## config.mk

```make
export PLATFORM = sky130hd
export DESIGN_NAME = serial_subtractor
export DESIGN_NICKNAME = d
export VERILOG_FILES = /design/src/rtl/serial_subtractor_pkg.sv /design/src/rtl/serial_subtractor_full_subtractor.sv /design/src/rtl/serial_subtractor.sv
export SDC_FILE = /design/constraint.sdc
export NUM_CORES = 1
export LEC_CHECK = 0
export ABC_AREA = 0
export BUFFER_PORTS_ARGS = -buffer_cell sky130_fd_sc_hd__buf_2
export CAP_MARGIN = 20
export CORE_MARGIN = 5
export CORE_UTILIZATION = 45
export DETAILED_ROUTE_END_ITERATION = 12
export GPL_ROUTABILITY_DRIVEN = 0
export PLACE_DENSITY = 0.66
export SETUP_SLACK_MARGIN = 0.4
export SLEW_MARGIN = 25
export SYNTH_ARGS = -nofsm -noshare
export SYNTH_HDL_FRONTEND = slang
export SYNTH_SLANG_ARGS = --single-unit
```

## constraint.sdc

```tcl
create_clock -name clk -period 1.74 [get_ports clk]
set_input_delay 0 -clock clk [delete_from_list [all_inputs] [get_ports clk]]
set_output_delay 0 -clock clk [all_outputs]
set_load 0.1 [all_outputs]
```

## src/rtl/serial_subtractor_pkg.sv

```systemverilog
// Shared definitions for the bit-serial arithmetic blocks.
// The state encoding is common to the subtractor and the planned serial adder.
package serial_subtractor_pkg;

  typedef enum logic [1:0] {
    S_IDLE  = 2'd0,
    S_SHIFT = 2'd1,
    S_DONE  = 2'd2
  } state_t;

endpackage

```

## src/rtl/serial_subtractor_full_subtractor.sv

```systemverilog
// One-bit full subtractor cell: d = a - b - bi, bo = borrow out.
module full_subtractor (
  input  logic a,
  input  logic b,
  input  logic bi,
  output logic d,
  output logic bo
);

  assign d  = a ^ b ^ bi;
  assign bo = (~a & b) | (~(a ^ b) & bi);

endmodule

```

## src/rtl/serial_subtractor.sv

```systemverilog
// Bit-serial WIDTH-bit subtractor, D = A - B, LSB first through one cell.
module serial_subtractor
  import serial_subtractor_pkg::*;
#(
  parameter int WIDTH = 8
) (
  input  logic             clk,
  input  logic             rst,
  input  logic             start,
  input  logic [WIDTH-1:0] A,
  input  logic [WIDTH-1:0] B,
  output logic             busy,
  output logic             done,
  output logic [WIDTH-1:0] D,
  output logic             B_out
);

  localparam int CW = $clog2(WIDTH);
  localparam logic [CW-1:0] LAST = CW'(WIDTH - 1);

  state_t state, state_nx;

  logic [WIDTH-1:0] sa;
  logic [WIDTH-1:0] sb;
  logic [WIDTH-1:0] d_q;
  logic [CW-1:0]    cnt;
  logic             borrow;
  logic             bout_q;
  logic             cell_d;
  logic             cell_bo;
  logic             accept;
  logic             last;

  full_subtractor u_cell (
    .a  (sa[0]),
    .b  (sb[0]),
    .bi (borrow),
    .d  (cell_d),
    .bo (cell_bo)
  );

  // DONE accepts a new request exactly like IDLE
  assign accept = start && (state == S_IDLE || state == S_DONE);
  assign last   = (cnt == LAST);

  always_ff @(posedge clk or posedge rst) begin
    if (rst) state <= S_IDLE;
    else     state <= state_nx;
  end

  always_comb begin
    state_nx = state;
    unique case (state)
      S_IDLE:  if (start) state_nx = S_SHIFT;
      S_SHIFT: if (last)  state_nx = S_DONE;
      S_DONE:  state_nx = start ? S_SHIFT : S_IDLE;
      default: state_nx = S_IDLE;
    endcase
  end

  always_ff @(posedge clk or posedge rst) begin
    if (rst) begin
      sa     <= '0;
      sb     <= '0;
      d_q    <= '0;
      cnt    <= '0;
      borrow <= 1'b0;
      bout_q <= 1'b0;
    end else if (accept) begin
      sa     <= A;
      sb     <= B;
      d_q    <= '0;
      cnt    <= '0;
      borrow <= 1'b0;
      bout_q <= 1'b0;
    end else if (state == S_SHIFT) begin
      sa     <= sa >> 1;
      sb     <= sb >> 1;
      d_q    <= {cell_d, d_q[WIDTH-1:1]};
      cnt    <= cnt + CW'(1);
      borrow <= cell_bo;
      if (last) bout_q <= cell_bo;
    end
  end

  assign busy  = (state == S_SHIFT);
  assign done  = (state == S_DONE);
  assign D     = d_q;
  assign B_out = bout_q;

endmodule
```

Word-level counts from Yosys, hierarchy flattened
Cells that the tools add are included.

Div/mod/pow operators: 0. Reductions and logical operators: 7. Magnitude comparators: 0. Add/subtract/negate cells: 1. Multiplexer cells: 17. Shift operators: 0. Bitwise gates (word level): 7. $mul: 0. Eq/ne operators: 5.

Operator list (number): 2-to-1 mux 8 bit (6); 2-to-1 mux 1 bit (6); 2-to-1 mux 3 bit (2); one-hot mux 2 bit (3 select lines) (1); 2-to-1 mux 2 bit (2); AND reduction 2 bit (2); nonzero test 2 bit (2); adder 3 x 1 -> 3 bit (second input constant) (1); equality test 3 bit (second input constant) (1); AND 1 bit (2); equality test 2 x 1 -> 1 bit (second input constant) (1); equality test 2 bit (second input constant) (1); zero test 2 bit (1); != test 2 x 1 -> 1 bit (second input constant) (1); != test 2 bit (second input constant) (1); inverter 1 bit (2); XOR 1 bit (2); logical AND 1 bit (1); logical OR 1 bit (1); OR 1 bit (1).

RAM bits: 0. Bits in latches: 0. Memories kept: 0. Bits in registers: 31. ROM bits: 0. Bits of input ports: 19.

Depth between registers and ports, before layout
Gate-level depths: netlist of the first run.

Depth after elaboration: 7. Depth in mapped cells: 7.

By module
Synthesis of the first run repeated with hierarchy kept, for this count alone.

Cells, all modules: 133. Area total of the unflattened synthesis: 1599.0 um2.

By module, submodules not included: serial_subtractor (area each 1567.8 um2, sequential area each 775.7 um2, times used 1, cells each 129); full_subtractor (area each 31.3 um2, sequential area each 0.0 um2, times used 1, cells each 4).

Least setup slack after synthesis of the first run
No wires, ideal clock.

Kind: register -> output. Start point: register state[0]. End point: output done. Arrival time: 1835 ps. Data required time: 1740 ps. Path slack: -95 ps. Path buffers: 1. Stages on the path, launching flop included: 3. Cell sequence: dfrtp_1 -> buf_4 -> nor2b_1.

Cells in the longest elaborated chain, start to end: 1.

Ends and longest elaborated chain: start: declaration (line serial_subtractor.sv:21) `state_t state, state_nx;`; start signal: assignment (line serial_subtractor.sv:48) `else state <= state_nx;`; equality test 2 bit (line serial_subtractor.sv:87) `assign done = (state == S_DONE);`; end: declaration (line serial_subtractor.sv:13) `output logic done,`.

No other way between the ends.

Worst setup path after layout of the first run
Start point: register cnt[0]. End point: register cnt[2].

Cells in the longest elaborated chain, start to end: 3.

Ends and longest elaborated chain: start: declaration (line serial_subtractor.sv:26) `logic [CW-1:0] cnt;`; start signal: assignment (line serial_subtractor.sv:80) `cnt <= cnt + CW'(1);`; adder 3 x 1 -> 3 bit (line serial_subtractor.sv:80); 2-to-1 mux 3 bit (line serial_subtractor.sv:76) `end else if (state == S_SHIFT) begin`; 2-to-1 mux 3 bit (line serial_subtractor.sv:69) `end else if (accept) begin`.

No other way between the ends. The select of a mux whose other input is x is not followed. A chain may end at the register's enable or synchronous reset.

==> results of run 1 <==
## flip-flops by register name, summed over array words and instances, names as in the netlist
signal,count
cnt,3
B_out,1
state,2
borrow,1
sa,8
D,8
sb,8
## layout by cell type (no fill, tap or decap), drive strengths merged, types with 2 or more instances in the layout
cell type,instances
nor3,13
o22ai,14
nand3,2
a22o,12
dfrtp,31
inv,4
clkbuf,6
ha,2
nor2b,2
dlygate4sd3,17
o21ai,2
mux2,3
nand2b,3
nand2,2
nor2,15
buf,39
## worst paths after layout
path	start	endpoint	cells past startpoint
worst max-delay path	cnt[0]$_DFFE_PP0P_	cnt[2]$_DFFE_PP0P_	4
worst min-delay path	start	B_out$_DFFE_PP0P_	4
worst max register to register	cnt[0]$_DFFE_PP0P_	cnt[2]$_DFFE_PP0P_	4
worst min register to register	D[0]$_DFFE_PP0P_	D[0]$_DFFE_PP0P_	1
max in group asynchronous	rst	state[0]$_DFFE_PP0P_	4
min in group asynchronous	rst	cnt[2]$_DFFE_PP0P_	4
## cell type report
| class | count | area share, % |
|---|---|---|
| timing repair inverter | 1 | 0.334 |
| inverter | 3 | 1.00 |
| clock inverter | 1 | 0.268 |
| timing repair buffer | 56 | 21.8 |
| tap | 33 | 2.21 |
| clock buffer | 6 | 2.74 |
| sequential | 31 | 41.5 |
| multi-input combinational | 75 | 30.1 |
## metal layers
layer / vias up / part of all wire [%] / track usage [%]
met5: - / 0 / 0
met4: 0 / 1.4 / 5.44
met3: 5 / 4.6 / 5.13
met2: 19 / 51 / 28.4
met1: 543 / 43 / 20.8
li1: 533 / - / -
## critical path, stage by stage (launching register included)
cell and delay [ps]:
dfrtp_1 420, ha_2 200, ha_4 210, mux2_4 270
a22o_1 180
## power by group
group,switching (mW),internal (mW)
Sequential,0.258,1.06
Clock,0.236,0.187
Combinational,1.49,0.795
## cell families after synthesis
group / after synthesis
AND/OR/NAND/NOR: 38
AO/OA/AOI/OAI: 31
flip-flops: 31
buffers and inverters: 13
multiplexers: 3
adder cells (fa/ha/maj): 3
## repair_timing
| item | in CTS | in global routing |
|---|---|---|
| hold buffers | 17 | 0 |
| buffers inserted | 5 | 1 |
| endpoints found under the hold margin | 47 | 0 |
| resized for setup | 9 | 4 |
| setup endpoints to repair | 30 | 22 |
| cloned | 1 | 0 |
| pin swaps | 2 | 1 |
==> impl_metrics.ini, run 1 <==
[status]
outcome = complete, no violations

[floorplan]
die-area_sq_mm = 0.00432
row_count = 20
core_area_sq_mm = 0.00300
die_x_microns = 65.7
fp.dieH_microns = 65.7
io_pins = 30
start_util_pct = 46.5

[pwr]
power_mw = 4.02
vdd_ir_drop_max_mv = 1.01
p_leak_nw = 0.863
p_per_area_mw_per_mm2 = 2150

[sta]
fin_crit_ps = 1370
timing.final.ws_setup_ps = 371
rsz0062_at_grt = yes
finalCritPeriodShare_pct = 78.7
final_hold_viol_count = 0
maxSlewHeadroom_pct = 67.8
finalMaxSlewViolations = 0
max_freq_mhz = 730
finalSetupViolations = 0
fin_skew_ps = 9.50
tns_ps = 0
hold_ws_ps = 84.6
worstMarginPinSlew_ps = 487

[place]
dpl_worst_slack_ps = 273
numPortBuffers = 29
place_area_sq_mm = 0.00155
placedCellCount = 175
dpl.hpwl_microns = 1870

[setup_path]
cp-start-kind = flip-flop
crit_fanout = 3
r2r_setup_slack_ps = 370
cp.required_ps = 1970
worstPathArrival_ps = 1590
end_kind = flip-flop
worstSetupPathType = reg2reg

[synth]
ys_seq_elements = 31
syn_area_sq_mm = 0.00140
syn-num-nets = 141
synth_compound_area_share_pct = 16.0
yosysUniqueCellTypes = 24
synth_fa_ha_area_share_pct = 3.23
ys_seq_area_share_pct = 55.6
synth_top_family_by_area = compound AO/OA/AOI/OAI gates
muxShareOfSynthArea_pct = 2.42
synth_edf_count = 0
synth_xor_xnor_area_share_pct = 0
synth-main-ff-cell = dfrtp_1
yosys_warnings = 0
synth-simple-area-share_pct = 15.7
synth_top_area_cell = dfrtp_1
syn_inst = 119
synth.most_common_cell = dfrtp_1
postSynth.asyncResetShare_pct = 100
synthTopCellsByCount = dfrtp_1 (31), nor2_1 (14), o22ai_1 (14)
post_synth.cell_area_avg_sq_um = 11.7
ys_top_cells_by_area = dfrtp_1 (56%), a22o_1 (7.5%), o22ai_1 (6.3%)
synth_top_area_share_pct = 55.6

[clock_tree]
htreeDepth = 2
clock_latency_ps = 330
clockBufferDepth = 2
cts_tree = done
cts.sinks = 31
cts_buffers = 5
clk_pin_slew_worst_paths_ps = 100
cts_root_buf = clkbuf_4

[cells_and_area]
final_cells = 206
fillers = 250
num-nets-final = 195
drive_above_1_share_pct = 39.3
area_growth_pct = 34.0
fin_area_sq_mm = 0.00187
register_area_sq_um = 777
num_antenna_cells = 0
utilization_pct = 62.3
multi_input_area_sq_um = 563

[global_route]
track_usage_pct = 17.0
grt_overflow_total = 0
grt_max_degree = 32
grt_pass1_wl_microns = 5510
antenna_found_initial = 0
grt_pass1_vias = 1191

[min_path]
hold_class = in2reg

[routing]
vias = 1100
route.detailed.drc = 0
first_iter_violations = 63
vias_per_cell = 5.34
ant_nets = 0
firstDrtPassIters = 4
wl_microns = 3190
wl_per_cell_microns = 15.5

[flow_run]
maxCapViolations = 0
No activity file was read; power rests on OpenSTA's default activity.
==> inputs of run 2 (changes only) <==
==> constraint.sdc (replaced) <==
create_clock -name clk -period 1.33 [get_ports clk]
set_input_delay 0 -clock clk [delete_from_list [all_inputs] [get_ports clk]]
set_output_delay 0 -clock clk [all_outputs]
set_load 0.1 [all_outputs]
==> run 2 against run 1 <==
The run now ends with negative setup slack left; worst setup slack worse by 440 ps; clock power is 23% higher; final cell count grew 15%; total power grew 99%; register-to-register slack worse by 440 ps; combinational power up 140%; cell area is 43% higher; wire length increased by 62%; sequential cell count stayed put; clock skew is essentially flat; critical path depth down 1; via count is 25% higher; critical endpoint is now borrow$_DFFE_PP0P_; highest routed layer unchanged.
==> impl_metrics.ini, run 2 (synthesis gave the netlist of run 1 again) <==
[status]
outcome = finished, violations left
failed_checks = negative setup slack

[floorplan]
start_util_pct = 46.5
row_count = 20
fp.dieH_microns = 65.7
die-area_sq_mm = 0.00432
die_x_microns = 65.7
io_pins = 30
core_area_sq_mm = 0.00300

[setup_path]
crit_fanout = 2
cp.required_ps = 1550
r2r_setup_slack_ps = -70
path_buf_inv = 0
slowest_delay_ps = 440
critPathSlowestCell = dfrtp_1
end_kind = flip-flop
cp-startpoint = borrow$_DFFE_PP0P_
worstSetupPathType = reg2reg
timing.critical_path.to = borrow$_DFFE_PP0P_
r2r-end = borrow$_DFFE_PP0P_
worst-r2r-cell-count = 3
crit_cells = 3
worstPathArrival_ps = 1620
path_cells = fa_2, mux2_4, a22o_1
path_delay_family = flip-flops
rr_startpoint = borrow$_DFFE_PP0P_
cp-start-kind = flip-flop

[place]
dpl.hpwl_microns = 2030
numPortBuffers = 29

[global_route]
grt_max_degree = 32
antenna_found_initial = 0
grt_pass1_wl_microns = 7330
grt_pass1_vias = 1489
grt_overflow_total = 0
track_usage_pct = 23.0

[cells_and_area]
final_cell_mix = dfrtp_1 (21), buf_4 (19), buf_2 (18), buf_12 (18), dlygate4sd3_1 (17)
area_growth_pct = 91.1
num_antenna_cells = 0
utilization_pct = 88.9
fillers = 124
drive_above_1_share_pct = 65.0
final_common_cell = dfrtp_1
num-nets-final = 224

[routing]
vias_per_cell = 5.83
wl_per_cell_microns = 21.8
firstDrtPassIters = 4
route.detailed.drc = 0
vias = 1375
first_iter_violations = 83
wl_microns = 5160
ant_nets = 0

[clock_tree]
clk_pin_slew_worst_paths_ps = 100
clock_latency_ps = 330
cts_root_buf = clkbuf_4
cts.sinks = 31
cts_tree = done
clockBufferDepth = 2
htreeDepth = 2
cts_buffers = 5

[pwr]
vdd_ir_drop_max_mv = 1.61
p_per_area_mw_per_mm2 = 3000
p_leak_nw = 1.16

[min_path]
hold_class = in2reg

[sta]
max_freq_mhz = 715
hold_ws_ps = 70.5
worstMarginPinSlew_ps = 396
fin_crit_ps = 1400
final_hold_viol_count = 0
rsz0062_at_grt = yes
maxSlewHeadroom_pct = 73.6
finalSetupViolations = 6
fin_skew_ps = 9.56
finalCritPeriodShare_pct = 105
timing.final.ws_setup_ps = -68.0
finalMaxSlewViolations = 0

[flow_run]
maxCapViolations = 0
## run 2: cell count changes in the layout (fill, tap and decap cells not counted), sizes merged
cell,change
nor2,+1
clkbuf,+1
buf,+29
inv,-1
## run 2: area by class of cell
class / count / area, sq um / area share, %
tap: 33 / 41.3 / 1.55
clock buffer: 7 / 45.0 / 1.69
inverter: 3 / 18.8 / 0.703
timing repair buffer: 85 / 966 / 36.2
clock inverter: 1 / 5.00 / 0.188
multi-input combinational: 76 / 805 / 30.1
sequential: 31 / 788 / 29.5
## run 2: timing repair
item,CTS,global route
setup buffers,20,7
cloned,4,0
pin swaps,16,17
endpoints found under the hold margin,47,0
resized for setup,65,31
hold buffers,17,0
endpoints found under the setup margin,42,42
## run 2: worst min-delay path by stage
stage                     cells past startpoint  slack (ps)   from                end
after floorplan                               1         100    rst   D[0]$_DFFE_PP0P_
after global placement                        3          90    rst  sa[7]$_DFFE_PP0P_
after detailed placement                      3         100    rst   D[0]$_DFFE_PP0P_
after global routing                          4          80  start  B_out$_DFFE_PP0P_
final                                         4          70  start  B_out$_DFFE_PP0P_
after CTS                                     4          20  start  B_out$_DFFE_PP0P_
## run 2: power by group
part | internal [mW] | total [mW] | switching, mW
sequential | 1.41 | 1.94 | 0.531
combinational | 2.80 | 5.55 | 2.74
clock | 0.206 | 0.521 | 0.315
## run 2: worst min-delay path: cells and delay by family
family | cells | cell delay (ps)
buffers and inverters | 1 | 140
and+or+nand+nor | 2 | 120
AOI/OAI and AO/OA | 1 | 90
## run 2: metal layers
layer,vias up,global-route usage [%],share of wire [%]
met3,26,4.44,5.1
li1,600,-,-
met4,0,8.81,5.3
met2,64,42.3,52
met5,-,0,0
met1,685,25.7,38
## run 2: per-stage QoR
step	TNS (ps)	total power [mW]	worst slack (ps)	cell area, sq um	std cells
5_1_grt	-470	8.36	-128	2670	236
4_1_cts	-23.2	7.03	-14.3	2460	229
6_report	-160	8.01	-68.0	2670	236
2_1_floorplan	0	4.29	30.7	1510	119
3_5_place_dp	-9.42	4.88	-4.78	1730	180
3_3_place_gp	0	4.79	24.5	1730	180
